--- config.mk ---
export PLATFORM = sky130hd
export DESIGN_NAME = sobel_frame_scheduler
export DESIGN_NICKNAME = d
export VERILOG_FILES = /design/src/rtl/sobel_sched_pkg.sv /design/src/rtl/sobel_cmd_fifo.sv /design/src/rtl/sobel_frame_scheduler.sv
export SDC_FILE = /design/constraint.sdc
export NUM_CORES = 1
export LEC_CHECK = 0
export CAP_MARGIN = 40
export CORE_MARGIN = 10
export CORE_UTILIZATION = 50
export DETAILED_ROUTE_END_ITERATION = 10
export PLACE_DENSITY = 0.76
export SLEW_MARGIN = 20
export SYNTH_ARGS = -nofsm -noshare
export SYNTH_HDL_FRONTEND = slang
export SYNTH_SLANG_ARGS = --single-unit
--- constraint.sdc ---
create_clock -name clk -period 3.38 [get_ports clk]
set_input_delay 0.676 -clock clk [delete_from_list [all_inputs] [get_ports clk]]
set_output_delay 0.676 -clock clk [all_outputs]
set_load 0.02 [all_outputs]
--- src/rtl/sobel_sched_pkg.sv ---
// Shared definitions for the Sobel frame scheduler.
//   state_t      : FSM state encoding (IDLE=0, LAUNCH=1, BUSY=2, HOLD=3, ERROR=4).
//   frame_pixels : pixel count of a full frame of the given geometry.
//   FRAME_PIXELS : pixel count of the default 5x5 frame.
// The queued command record is {run, num_cnt}, ADDR_WIDTH+1 bits wide; it is
// declared inside the scheduler because its width follows ADDR_WIDTH.
package sobel_sched_pkg;

  typedef enum logic [2:0] {
    S_IDLE   = 3'd0,
    S_LAUNCH = 3'd1,
    S_BUSY   = 3'd2,
    S_HOLD   = 3'd3,
    S_ERROR  = 3'd4
  } state_t;

  function automatic int unsigned frame_pixels(input int unsigned w, input int unsigned h);
    return w * h;
  endfunction

  localparam int unsigned FRAME_PIXELS = frame_pixels(5, 5);

endpackage

--- src/rtl/sobel_cmd_fifo.sv ---
// Synchronous command queue with registered full/empty flags.
//   clk, rst : clock and synchronous active-high reset
//   flush    : drop every queued entry (same effect as reset on the pointers)
//   push     : write wdata (ignored while full)
//   pop      : discard the head (ignored while empty)
//   rdata    : current head entry, valid while !empty
//   full     : registered, occupancy == DEPTH
//   empty    : registered, occupancy == 0
module sobel_cmd_fifo #(
  parameter int DATA_WIDTH = 17,
  parameter int DEPTH      = 2
) (
  input  logic                  clk,
  input  logic                  rst,
  input  logic                  flush,
  input  logic                  push,
  input  logic [DATA_WIDTH-1:0] wdata,
  input  logic                  pop,
  output logic [DATA_WIDTH-1:0] rdata,
  output logic                  full,
  output logic                  empty
);

  localparam int PW = $clog2(DEPTH);
  localparam int CW = PW + 1;

  logic [DATA_WIDTH-1:0] mem [DEPTH];
  logic [PW-1:0]         wr_ptr;
  logic [PW-1:0]         rd_ptr;
  logic [CW-1:0]         count;
  logic [CW-1:0]         count_nxt;
  logic                  do_push;
  logic                  do_pop;

  assign do_push = push && !full;
  assign do_pop  = pop && !empty;
  assign rdata   = mem[rd_ptr];

  // NOTE: every variable assigned in always_comb gets a default first, so no
  // path through the block can leave it unassigned and infer a latch.
  always_comb begin
    count_nxt = count;
    case ({do_push, do_pop})
      2'b10:   count_nxt = count + 1'b1;
      2'b01:   count_nxt = count - 1'b1;
      default: count_nxt = count;
    endcase
  end

  // NOTE: sequential state uses non-blocking assignments so every register
  // samples the pre-edge values, independent of statement order.
  always_ff @(posedge clk) begin
    if (rst || flush) begin
      wr_ptr <= '0;
      rd_ptr <= '0;
      count  <= '0;
      full   <= 1'b0;
      empty  <= 1'b1;
    end else begin
      if (do_push) wr_ptr <= wr_ptr + 1'b1;
      if (do_pop)  rd_ptr <= rd_ptr + 1'b1;
      count <= count_nxt;
      full  <= (count_nxt == CW'(DEPTH));
      empty <= (count_nxt == '0);
    end
  end

  // NOTE: storage is deliberately not reset; the empty flag guards every read,
  // and leaving it unreset lets it map onto plain RAM/flops without reset.
  always_ff @(posedge clk) begin
    if (do_push) mem[wr_ptr] <= wdata;
  end

endmodule

--- src/rtl/sobel_frame_scheduler.sv ---
// Frame-level controller for the Sobel/move engine (BRAM0 -> BRAM1).
//   cmd_*       : command handshake; num_cnt = frame pixel count, run 1=Sobel/0=move
//   eng_*       : engine start pulse, mode and pixel count; engine idle/done status
//   res_*       : finished frame held in BRAM1 until res_ready releases it
//   frame_cnt   : released frames (wraps)
//   err_reject  : one-cycle pulse after an invalid command completed its handshake
//   err_timeout : sticky watchdog error, cleared by err_clr
//   busy        : FSM not idle or queue not empty
// The engine takes its active-low reset from rst through an inverter, so a reset
// here abandons any frame in flight on both sides.
module sobel_frame_scheduler
  import sobel_sched_pkg::*;
#(
  parameter int ADDR_WIDTH      = 16,
  parameter int IMAGE_WIDTH     = 5,
  parameter int IMAGE_HEIGHT    = 5,
  parameter int FIFO_DEPTH      = 2,
  parameter int TIMEOUT_CYCLES  = 4096,
  parameter int FRAME_CNT_WIDTH = 16
) (
  input  logic                       clk,
  input  logic                       rst,
  input  logic                       cmd_valid,
  output logic                       cmd_ready,
  input  logic [ADDR_WIDTH-1:0]      cmd_num_cnt,
  input  logic                       cmd_run,
  output logic                       eng_en,
  output logic                       eng_run,
  output logic [ADDR_WIDTH-1:0]      eng_num_cnt,
  input  logic                       eng_idle,
  input  logic                       eng_done,
  output logic                       res_valid,
  output logic                       res_run,
  input  logic                       res_ready,
  output logic [FRAME_CNT_WIDTH-1:0] frame_cnt,
  output logic                       err_reject,
  output logic                       err_timeout,
  input  logic                       err_clr,
  output logic                       busy
);

  localparam int unsigned FRAME_PIX = frame_pixels(IMAGE_WIDTH, IMAGE_HEIGHT);
  localparam int          WD_W      = (TIMEOUT_CYCLES > 1) ? $clog2(TIMEOUT_CYCLES) : 1;

  typedef struct packed {
    logic                  run;
    logic [ADDR_WIDTH-1:0] num_cnt;
  } cmd_t;

  state_t          state;
  logic [WD_W-1:0] wd;
  cmd_t            cmd_in;
  cmd_t            head;
  logic            fifo_full;
  logic            fifo_empty;
  logic            accept;
  logic            cmd_ok;

  assign cmd_in    = '{run: cmd_run, num_cnt: cmd_num_cnt};
  assign cmd_ready = !fifo_full && (state != S_ERROR) && !rst;
  assign accept    = cmd_valid && cmd_ready;
  assign busy      = (state != S_IDLE) || !fifo_empty;

  // A Sobel pass needs the whole frame; a move may copy any non-empty prefix.
  assign cmd_ok = (cmd_num_cnt != '0)
               && (cmd_num_cnt <= ADDR_WIDTH'(FRAME_PIX))
               && !(cmd_run && (cmd_num_cnt != ADDR_WIDTH'(FRAME_PIX)));

  sobel_cmd_fifo #(
    .DATA_WIDTH ($bits(cmd_t)),
    .DEPTH      (FIFO_DEPTH)
  ) u_fifo (
    .clk   (clk),
    .rst   (rst),
    .flush (state == S_ERROR && err_clr),
    .push  (accept && cmd_ok),
    .wdata (cmd_in),
    .pop   (state == S_LAUNCH),
    .rdata (head),
    .full  (fifo_full),
    .empty (fifo_empty)
  );

  always_ff @(posedge clk) begin
    if (rst) begin
      state       <= S_IDLE;
      wd          <= '0;
      eng_en      <= 1'b0;
      eng_run     <= 1'b0;
      eng_num_cnt <= '0;
      res_valid   <= 1'b0;
      res_run     <= 1'b0;
      frame_cnt   <= '0;
      err_reject  <= 1'b0;
      err_timeout <= 1'b0;
    end else begin
      err_reject <= accept && !cmd_ok;
      eng_en     <= 1'b0;
      case (state)
        S_IDLE: begin
          // Engine parameters are captured on entry so they are stable
          // while eng_en is high and hold afterwards.
          if (!fifo_empty && eng_idle) begin
            state       <= S_LAUNCH;
            eng_en      <= 1'b1;
            eng_run     <= head.run;
            eng_num_cnt <= head.num_cnt;
          end
        end
        S_LAUNCH: begin
          state <= S_BUSY;
          wd    <= '0;
        end
        S_BUSY: begin
          // Done is tested first so it wins over a simultaneous expiry.
          if (eng_done) begin
            state     <= S_HOLD;
            res_valid <= 1'b1;
            res_run   <= eng_run;
          end else if (wd == WD_W'(TIMEOUT_CYCLES - 1)) begin
            state       <= S_ERROR;
            err_timeout <= 1'b1;
          end else begin
            wd <= wd + 1'b1;
          end
        end
        S_HOLD: begin
          if (res_ready) begin
            state     <= S_IDLE;
            res_valid <= 1'b0;
            frame_cnt <= frame_cnt + 1'b1;
          end
        end
        S_ERROR: begin
          if (err_clr) begin
            state       <= S_IDLE;
            err_timeout <= 1'b0;
            wd          <= '0;
          end
        end
        default: state <= S_IDLE;
      endcase
    end
  end

endmodule

Word level (Yosys, flattened, before mapping)
Memory sizes are Yosys's and may differ from the RTL's. A register that Yosys moved wholly into a read port is not among the register bits.
Index checks and enable logic that the tools add are counted.
{"block": "classes", "n_bitwise": 1, "reduce_logical": 34, "mux": 21, "magnitude_cmp": 1, "n_eq_ne": 18, "add_sub_neg": 6}
{"op": "$mux 12", "count": 3}
{"op": "$pmux 12 s3", "count": 1}
{"op": "$add 16x1->16 const B", "count": 1}
{"op": "$le 16x5->1 const B", "count": 1}
{"op": "$ne 16x5->1 const B", "count": 1}
{"op": "$reduce_bool 16->1", "count": 1}
{"op": "$mux 3", "count": 5}
{"op": "$pmux 3 s5", "count": 1}
{"op": "$ne 2x2->1 const B", "count": 7}
{"op": "$add 12x1->12 const B", "count": 1}
{"op": "$eq 12x12->1 const B", "count": 1}
{"op": "$logic_and 1x1->1", "count": 12}
{"op": "$reduce_and 4->1", "count": 3}
{"op": "$mux 1", "count": 8}
{"op": "$eq 3x2->1 const B", "count": 2}
{"op": "$ne 3x3->1 const B", "count": 2}
{"op": "$reduce_and 2->1", "count": 3}
{"op": "$reduce_bool 3->1", "count": 2}
{"op": "$logic_not 1->1", "count": 5}
{"op": "$eq 2x2->1 const B", "count": 2}
{"op": "$pmux 1 s2", "count": 2}
{"op": "$pmux 2 s2", "count": 1}
{"op": "$reduce_bool 2->1", "count": 2}
{"op": "$eq 3x1->1 const B", "count": 1}
{"op": "other kinds (11)", "count": 13}
{"block": "word_totals", "out_inout_bits": 40, "ram_bits": 34, "n_memories": 1, "reg_bits": 42}
{"name": "u_fifo.mem", "depth": 2, "width": 17, "rd": 1, "rd_ports_with_merged_regs": 1, "write_ports": 1, "line_no": "sobel_cmd_fifo.sv:27", "rtl": "logic [DATA_WIDTH-1:0] mem [DEPTH];"}

Depth between registers and ports, before layout
Gate-level depths: netlist of run 1.
{"block": "depth", "word_depth": 9, "depth_mapped": 9, "depth_no_buf": 8}

Cells and area by module
Synthesis of run 1 repeated with hierarchy kept, for this count alone.
{"block": "hier_totals", "hier_cells": 386, "area_unflattened_um2": 4047.6}
{"module": "sobel_frame_scheduler", "area_per_inst_um2": 2522.4, "seq_area_each_um2": 1061.0, "cells_each": 301, "n_inst": 1}
{"module": "sobel_cmd_fifo", "area_per_inst_um2": 1525.2, "seq_area_each_um2": 1161.1, "cells_each": 85, "n_inst": 1}

Worst setup path before layout of run 1
OpenSTA, ideal clock, no wires.
{"block": "synth_path", "kind": "input port to flip-flop", "from": "in rst", "to": "mem u_fifo.mem[0][0] (enable)", "setup_time_ns": 0.412, "required_ns": 2.968, "arrival_ns": 2.698, "path_buffers": 0, "setup_slack_ns": 0.270, "cell_stages": 4, "cell_sequence": "or2_2 nor2_1 nand2_1 nor3_1"}
{"block": "synth_between", "elab_chain_cells": 7}
{"element": "start: declaration", "line_no": "sobel_frame_scheduler.sv:22", "rtl": "input logic rst,"}
{"element": "$logic_not 1->1", "line_no": "sobel_frame_scheduler.sv:60", "rtl": "assign cmd_ready = !fifo_full && (state != S_ERROR) && !rst;"}
{"element": "$logic_and 1x1->1", "line_no": "sobel_frame_scheduler.sv:60"}
{"element": "named net cmd_ready", "line_no": "sobel_frame_scheduler.sv:24", "rtl": "output logic cmd_ready,"}
{"element": "$logic_and 1x1->1", "line_no": "sobel_frame_scheduler.sv:61", "rtl": "assign accept = cmd_valid && cmd_ready;"}
{"element": "$logic_and 1x1->1", "line_no": "sobel_frame_scheduler.sv:76", "rtl": ".push (accept && cmd_ok),"}
{"element": "$logic_and 1x1->1", "line_no": "sobel_cmd_fifo.sv:35", "rtl": "assign do_push = push && !full;"}
{"element": "$mux 1", "line_no": "sobel_cmd_fifo.sv:71", "rtl": "if (do_push) mem[wr_ptr] <= wdata;"}
{"element": "$mux 1 (not written as such)", "line_no": "sobel_cmd_fifo.sv:71"}
{"element": "end: declaration", "line_no": "sobel_cmd_fifo.sv:27"}
The timed path passes the listed nets, and every way through them passes these cells.

Worst setup path in the final report of run 1
{"block": "layout_path", "from": "in cmd_num_cnt[6]", "to": "reg u_fifo.count[1]"}
{"block": "layout_between", "elab_chain_cells": 8, "word_cells_on_any_way": 12}
{"element": "start: declaration", "line_no": "sobel_frame_scheduler.sv:25", "rtl": "input logic [ADDR_WIDTH-1:0] cmd_num_cnt,"}
{"element": "branches (longest 3 deep; another with $le 16x5->1)"}
{"element": "$logic_and 1x1->1 *", "line_no": "sobel_frame_scheduler.sv:67", "rtl": "&& !(cmd_run && (cmd_num_cnt != ADDR_WIDTH'(FRAME_PIX)));"}
{"element": "$logic_and 1x1->1 *", "line_no": "sobel_frame_scheduler.sv:76"}
{"element": "$logic_and 1x1->1 *", "line_no": "sobel_cmd_fifo.sv:35"}
{"element": "$eq 2x1->1 or $eq 2x2->1 (tied branches)", "line_no": "sobel_cmd_fifo.sv:43", "rtl": "case ({do_push, do_pop})"}
{"element": "$pmux 2 s2 *", "line_no": "sobel_cmd_fifo.sv:43"}
{"element": "end signal: assignment", "line_no": "sobel_cmd_fifo.sv:62", "rtl": "count <= count_nxt;"}
{"element": "end: declaration", "line_no": "sobel_cmd_fifo.sv:30", "rtl": "logic [CW-1:0] count;"}
Every way passes the cells marked *.
A chain may end at the register's enable or synchronous reset.

==> impl_results.md, run 1 <==
* First-pass GRT wire length at roughly 14000 um
* Syn nets at between 300 and 400
* Status: complete, no violations
* Largest net degree at the start of global routing at 49
* Initial core utilization at between 50% and 60%
* TritonCTS clock tree: yes
* Initial antenna violation count at 0
* Vias in the first global route at 2810
* IO buf count at 63
* Routed WL at about 8700 um
* Area of the mapped netlist at around 0.0040 mm^2
* CTS Buf Count at 9
* Ant diodes at 0
* Slew margin rel. at 43.1%
* Post-route insts no fill at 529
* Worst-Margin Slew at ~0.85 ns
* Synth Area in XOR/XNOR at between 1.5 and 2%
* Syn avg cell area at around 11 um^2
* Post-place setup slack at approximately 0.13 ns
* Placed cell count at 512
* FF-to-FF setup slack at 1.06 ns
* CP Cell Sequence: clkdlybuf4s50_1 > or4_1 > nor2_1 > nand4_1 > or2_2 > ha_1 > or3_1 > a21oi_1
* Total of max-cap violations at 0
* Hold Crit Start: err_timeout
* Synth Area in Adders at less than 1%
* Final setup violating endpoints at 0
* Width of the die at between 100 and 150 um
* CTS root buffer: clkbuf_8
* Worst Reg2Reg Path Length in Cells at 7
* Clk slew on worst S/H paths at ~0.090 ns
* Wire length per cell at 16.4 um
* Hold Path Stages at 2
* Fin. Hold Viols at 0
* Htree depth at 3
* Placeable Area at between 0.007 and 0.008 mm^2
* Final min period at slightly below 3 ns
* Residual DRC count at 0
* Top FF cell, synth: dfxtp_1
* Worst VDD drop at 0.000203 V
* HPWL after detailed placement at about 6200 um
* Largest delay share family, worst path: simple AND/OR/NAND/NOR gates
* Total Power at roughly 1.9 mW
* Die area at 0.0119 mm^2
* Endpoint of the worst hold path: err_timeout
* Crit path DAT at about 3.2 ns
* Compound-cell area share of the yosys netlist at 11.9%
* Die height at approximately 110 um
* Vias per inst at 5.60
* Seq/Total Area, Yosys at between 50 and 60%
* Pins Over Slew Limit at 0
* Pleak at 1.53 nW
* Clock Skews at 0.0137 ns
* Simple-gate share of the synthesized area at 20.9%
* Skew-Pair Late Insertion Delay at 0.35 ns
* Total grt overflow at 0
* Final Instance Area at approximately 0.005 mm^2
* First-pass DRT Iterations at 4
* Synth Instances at roughly 360
* Cell Area, Placed at 0.00469 mm^2
* Ports at 64
* Hold Path Class: reg -> reg
* Ys async rst share at 0%
* CP max stage delay at between 0.5 and 0.6 ns
* Kind of critical path: in -> reg
* DR vias at 2963
* Post-synthesis mux area share at under 10%
* Slowest cell on the critical path: or4_1
* Area Growth Syn to Fin at 23.3%
* Cts hold-fix bufs at 0
* Row count at 32
* Fin crit share at roughly 86%
* Post-CTS sizing at 0
* Synth warnings at 0
* CP startpoint: cmd_num_cnt[6]
* WP data required at approximately 3.7 ns
* Startpoint types: primary input
* Largest family of logic cells by synthesized area: simple AND/OR/NAND/NOR gates
* R2r endpoint: u_fifo.count[1]
* RSZ-0062 raised after global routing: no
* Fraction of layout cells with a size suffix above 1 at slightly below 9%
* CP Capture Type: register
* Power per cell area at approximately 400 mW/mm^2
* Num Clock Sinks at 93
* Number of synthesized flops with an enable pin at 34
* Max frequency at between 300 and 400 MHz
* Nets@finish at around 450
* RR Startpoint: state[1]
* Worst-case clock buffer depth at 2
* Post-DRT Antenna Nets at 0
* Gr usage total at around 15%
* Crit-path max FO at 5
* Library cells used by synthesis at 54
* Routability cong. at a little under 0.8
* Setup bufs post-CTS at 0
* Worst path bufs/invs at 1
* Fin util at between 60% and 70%
* Final setup TNS at 0 ns
* Initial drt markers at ~160
* Number of synthesized register bits at 93
* Setup ws final at 0.483 ns
* Hold_ws at a little under 0.5 ns
==> synth_stat cells, types with 2 or more instances <==
library cell   n  share of area (%)
a2111oi_0      2               0.44
a211oi_1      18                3.4
a21oi_1       23                2.9
and2_1         4               0.63
and4_1         3               0.66
buf_1          2               0.19
buf_2          5               0.63
buf_6          4                1.1
clkbuf_1       7               0.66
dfxtp_1       59                 30
edfxtp_1      34                 26
ha_1           3               0.95
inv_1          6               0.57
mux2i_1       22                5.5
nand2_1       12                1.1
nand2b_1       5               0.79
nand3_1       10                1.3
nand3b_1       6                1.1
nand4_1        9                1.4
nor2_1        33                3.1
nor2b_1        3               0.47
nor3_1         6               0.76
nor3b_1        2               0.38
nor4_1         2               0.32
o21ai_0        7               0.88
o31ai_1       15                2.8
or2_2          2               0.32
or3_1          6               0.95
or3b_2         2               0.44
or4_1         15                2.8
xnor2_1        4               0.88
xor2_1         5                1.1
==> cell type report <==
| class | count | area [um^2] |
|---|---|---|
| inverter | 6 | 22.5 |
| sequential | 93 | 2200 |
| tap | 102 | 128 |
| multi-input combinational | 241 | 1650 |
| timing repair buffer | 71 | 696 |
| fill | 601 | 2840 |
| clock inverter | 5 | 41.3 |
| clock buffer | 11 | 153 |
==> cells in the final DEF (no fill, tap or decap), drive strengths merged, types with 3 or more instances in the layout <==
cell type / n
a211oi: 18
a21oi: 24
and2: 4
and4: 3
buf: 7
clkbuf: 12
clkdlybuf4s50: 63
dfxtp: 59
edfxtp: 34
ha: 3
inv: 8
mux2i: 22
nand2: 13
nand2b: 5
nand3: 10
nand3b: 6
nand4: 10
nor2: 33
nor2b: 3
nor3: 7
nor3b: 3
nor4: 3
o21ai: 7
o31ai: 15
or2: 3
or3: 6
or3b: 3
or4: 16
xnor2: 4
xor2: 5
==> how the worst max path moves through the flow <==
stage / end / cells after the start
detailed placement: u_fifo.count[1] / 8
global placement: u_fifo.count[1] / 8
CTS: u_fifo.count[1] / 8
global route: u_fifo.count[1] / 8
finish: u_fifo.count[1] / 8
floorplan: u_fifo.mem[0][0] / 4
==> where the power goes <==
| group | internal, mW | switching (mW) | leakage, nW | total [mW] |
|---|---|---|---|---|
| Clock | 0.321 | 0.405 | 0.0970 | 0.726 |
| Sequential | 1.16 | 0.000219 | 0.781 | 1.16 |
| Combinational | 0.0322 | 0.0314 | 0.648 | 0.0636 |
==> routing by layer <==
metal  global-route usage [%]  vias up  wire (um)
met5                        0        -          0
met4                     4.80        0        144
met3                     4.31       10        520
met2                     22.8       70       4010
met1                     18.9     1391       4010
li1                         -     1492          -
==> logic make-up after synthesis <==
logic type	after synthesis
buf+inv	24
fa+ha+maj	3
compound gates	72
simple gates	135
flops	93
mux	22
xor+xnor	9
==> worst reg2reg max path: cells and delay by family (launching register included) <==
kind | cells | cell delay, ns
AND/OR/NAND/NOR | 5 | 1.18
flip-flops | 1 | 0.62
adder cells (fa/ha/maj) | 1 | 0.32
AO/OA/AOI/OAI | 1 | 0.14
==> sequential cells by signal, summed over array words and instances (netlist names) <==
signal and cells:
eng_run 1, u_fifo.full 1, res_run 1, eng_num_cnt 16, u_fifo.rd_ptr 1, state 3
u_fifo.wr_ptr 1, wd 12, res_valid 1, u_fifo.mem 34, u_fifo.empty 1, err_reject 1
u_fifo.count 2, eng_en 1, frame_cnt 16, err_timeout 1
No activity file was read; power rests on OpenSTA's default activity.
==> run 2, diff against run 1 <==
--- a/config.mk
+++ b/config.mk
@@ -10,2 +10,3 @@
 export CORE_UTILIZATION = 50
+export CTS_CLUSTER_SIZE = 28
 export DETAILED_ROUTE_END_ITERATION = 10
@@ -15,2 +16,3 @@
 export SYNTH_HDL_FRONTEND = slang
+export SYNTH_HIERARCHICAL = 1
 export SYNTH_SLANG_ARGS = --single-unit
==> constraint.sdc (replaced) <==
create_clock -name clk -period 3.38 [get_ports clk]
set_input_delay 0.507 -clock clk [delete_from_list [all_inputs] [get_ports clk]]
set_output_delay 0.507 -clock clk [all_outputs]
set_load 0.02 [all_outputs]
==> run 2 against run 1 <==
  * Largest power group unchanged
  * Synthesized cell count rose by 7.8%
  * Clock-buffer cell count grew 1
  * Fmax up 2.9%
  * Sequential share of layout area shrank 0.27 points
  * Utilization grew 0.30 points
==> impl_results.md, run 2 <==
* Status: complete, no violations (unchanged)
* Worst-case clock buffer depth at 2 (unchanged)
* Power per cell area at 434 mW/mm^2 (was 398 mW/mm^2)
* Max reg flops at 34 (unchanged)
* Residual DRC count at 0 (unchanged)
* Skew-Pair Late Insertion Delay at 0.36 ns (was 0.35 ns)
* Slowest cell on the critical path: clkdlybuf4s50_1 (was or4_1)
* Post-CTS sizing at 0 (unchanged)
* Library cells used by synthesis at 58 (was 54)
* Initial core utilization at 51.8% (was 51.4%)
* Synth warnings at 6 (was 0)
* CTS root buffer: clkbuf_8 (unchanged)
* Die height at 110 um (was 109 um)
* Total Power at 2.16 mW (was 1.95 mW)
* Ports at 64 (unchanged)
* Num Clock Sinks at 94 (was 93)
* Max frequency at 355 MHz (was 345 MHz)
* Initial antenna violation count at 0 (unchanged)
* CTS Buf Count at 9 (unchanged)
* RSZ-0062 raised after global routing: no (unchanged)
* Pleak at 1.59 nW (was 1.53 nW)
* Syn nets at 413 (was 385)
* Nets@finish at 478 (was 449)
* Ys async rst share at 0% (unchanged)
* Clock Skews at 0.0119 ns (was 0.0137 ns)
* Hold_ws at 0.450 ns (was 0.480 ns)
* Top Registers: u_fifo/mem (34), eng_num_cnt (16), frame_cnt (16) (was u_fifo.mem (34), eng_num_cnt (16), frame_cnt (16))
* Most common cell after layout, fill and taps aside: clkdlybuf4s50_1 (unchanged)
* Final setup violating endpoints at 0 (unchanged)
* Post-DRT Antenna Nets at 0 (unchanged)
* Yosys top cell by area: dfxtp_1 (unchanged)
* Startpoint types: register (was primary input)
* Width of the die at 110 um (was 109 um)
* Area of the mapped netlist at 0.00405 mm^2 (was 0.00397 mm^2)
* DR vias at 3141 (was 2963)
* Hold Path Stages at 4 (was 2)
* Gr usage total at 14.9% (was 14.6%)
* Crit-path max FO at 15 (was 5)
* CP max stage delay at 0.70 ns (was 0.58 ns)
* Wire length per cell at 16.1 um (was 16.4 um)
* IO buf count at 63 (unchanged)
* CP Capture Type: primary output (was register)
* Setup bufs post-CTS at 0 (unchanged)
* Crit path DAT at 2.31 ns (was 3.19 ns)
* Commonest non-fill, non-tap cells in the layout: clkdlybuf4s50_1, dfxtp_1, nand2_1 (was clkdlybuf4s50_1, dfxtp_1, edfxtp_1)
* Row count at 32 (unchanged)
* Largest net degree at the start of global routing at 60 (was 49)
* Vias per inst at 5.63 (was 5.60)
* Clk slew on worst S/H paths at 0.10 ns (was 0.09 ns)
* Hold Path Class: in -> reg (was reg -> reg)
* Cts hold-fix bufs at 0 (unchanged)
* WP data required at 2.87 ns (was 3.67 ns)
* Worst VDD drop at 0.000238 V (was 0.000203 V)
* Fin. Hold Viols at 0 (unchanged)
* Yosys top cell area share at 29.7% (was 29.8%)
* Seq/Total Area, Yosys at 54.9% (was 55.5%)
* Worst-Margin Slew at 0.808 ns (was 0.847 ns)
* Ant diodes at 0 (unchanged)
* Filler cell count in the final layout at 648 (was 601)
* Fin crit share at 83.3% (was 85.7%)
* Routability cong. at 0.817 (was 0.794)
* Most flops, register: u_fifo/mem (was u_fifo.mem)
* Worst Reg2Reg Path Length in Cells at 8 (was 7)
* Top FF cell, synth: dfxtp_1 (unchanged)
* TritonCTS clock tree: yes (unchanged)
* Area Growth Syn to Fin at 22.7% (was 23.3%)
* Ranking of synthesized cells by area: dfxtp_1, edfxtp_1, nand2_1 (was dfxtp_1, edfxtp_1, mux2i_1)
* Commonest cells post-synth: dfxtp_1, nand2_1, edfxtp_1 (was dfxtp_1, edfxtp_1, nor2_1)
* Top-count cell post-synth: dfxtp_1 (unchanged)
* Number of synthesized flops with an enable pin at 34 (unchanged)
* Kind of critical path: reg -> out (was in -> reg)
* Final setup TNS at 0 ns (unchanged)
* HPWL after detailed placement at 6240 um (was 6200 um)
* First-pass GRT wire length at 14300 um (was 13900 um)
* Number of synthesized register bits at 94 (was 93)
* Synth Instances at 386 (was 358)
* Final min period at 2.82 ns (was 2.90 ns)
* Placeable Area at 0.00781 mm^2 (was 0.00773 mm^2)
* Slew margin rel. at 45.9% (was 43.1%)
* Vias in the first global route at 2999 (was 2810)
* First-pass DRT Iterations at 4 (unchanged)
* CP Cell Sequence: nor2_1 > a211oi_1 > clkdlybuf4s50_1 (was clkdlybuf4s50_1 > or4_1 > nor2_1 > nand4_1 > or2_2 > ha_1 > or3_1 > a21oi_1)
* Syn avg cell area at 10.5 um^2 (was 11.1 um^2)
* Initial drt markers at 228 (was 161)
* Fin util at 63.6% (was 63.3%)
* Total grt overflow at 0 (unchanged)
* Htree depth at 3 (unchanged)
* Pins Over Slew Limit at 0 (unchanged)
* Total of max-cap violations at 0 (unchanged)
* Routed WL at 8990 um (was 8690 um)
* Fraction of layout cells with a size suffix above 1 at 10.7% (was 8.67%)
* Die area at 0.0121 mm^2 (was 0.0119 mm^2)
## run 2: stage by stage
step | cells | setup WS [ns] | cell area, um^2
final | 558 | 0.565 | 4970
after global routing | 558 | 0.408 | 4970
after CTS | 557 | 0.539 | 4950
after detailed placement | 541 | 0.324 | 4760
after global placement | 541 | 0.411 | 4760
after floorplan | 386 | 0.466 | 4050
## run 2: layout make-up
type                            instances  area (um^2)  area share, %
Clock buffer                           12          135           2.72
Clock inverter                          4         55.1           1.11
Inverter                                9         33.8          0.680
Multi-Input combinational cell        268         1710           34.5
Sequential cell                        94         2220           44.7
Tap cell                              102          128           2.57
Timing Repair Buffer                   69          678           13.7
## run 2: final timing paths
check / startpoint / to / slack (ns)
worst max-delay path: state[0] / cmd_ready / 0.56
worst min-delay path: rst / err_reject / 0.45
worst max register to register: state[0] / u_fifo/full / 0.83
worst min register to register: eng_num_cnt[8] / eng_num_cnt[8] / 0.46
## run 2: where the power goes
group	internal, mW	switching (mW)
Clock	0.347	0.385
Combinational	0.0937	0.115
Sequential	1.18	0.0320
Total	1.62	0.533
## run 2: logic make-up after synthesis
family	Yosys count	synth area share [%]
AO/OA/AOI/OAI	75	11.7
AND/OR/NAND/NOR	160	22.2
buffers and inverters	24	2.75
flip-flops	94	54.9
XOR/XNOR	13	2.81
multiplexers	17	4.73
adder cells (fa/ha/maj)	3	0.927
## run 2: critical path: cells and delay by family (launching register included)
kind / cells / cell delay, ns
DFF: 1 / 0.69
AOI/OAI and AO/OA: 1 / 0.46
and+or+nand+nor: 1 / 0.10
buffers and inverters: 1 / 0.70
## run 2: layer usage
layer	vias up	GRT usage, %	share of wire, %
met5	-	0	0
met1	1484	18.8	45
met4	0	7.53	1.6
met2	74	23.8	47
li1	1572	-	-
met3	11	3.19	6.2
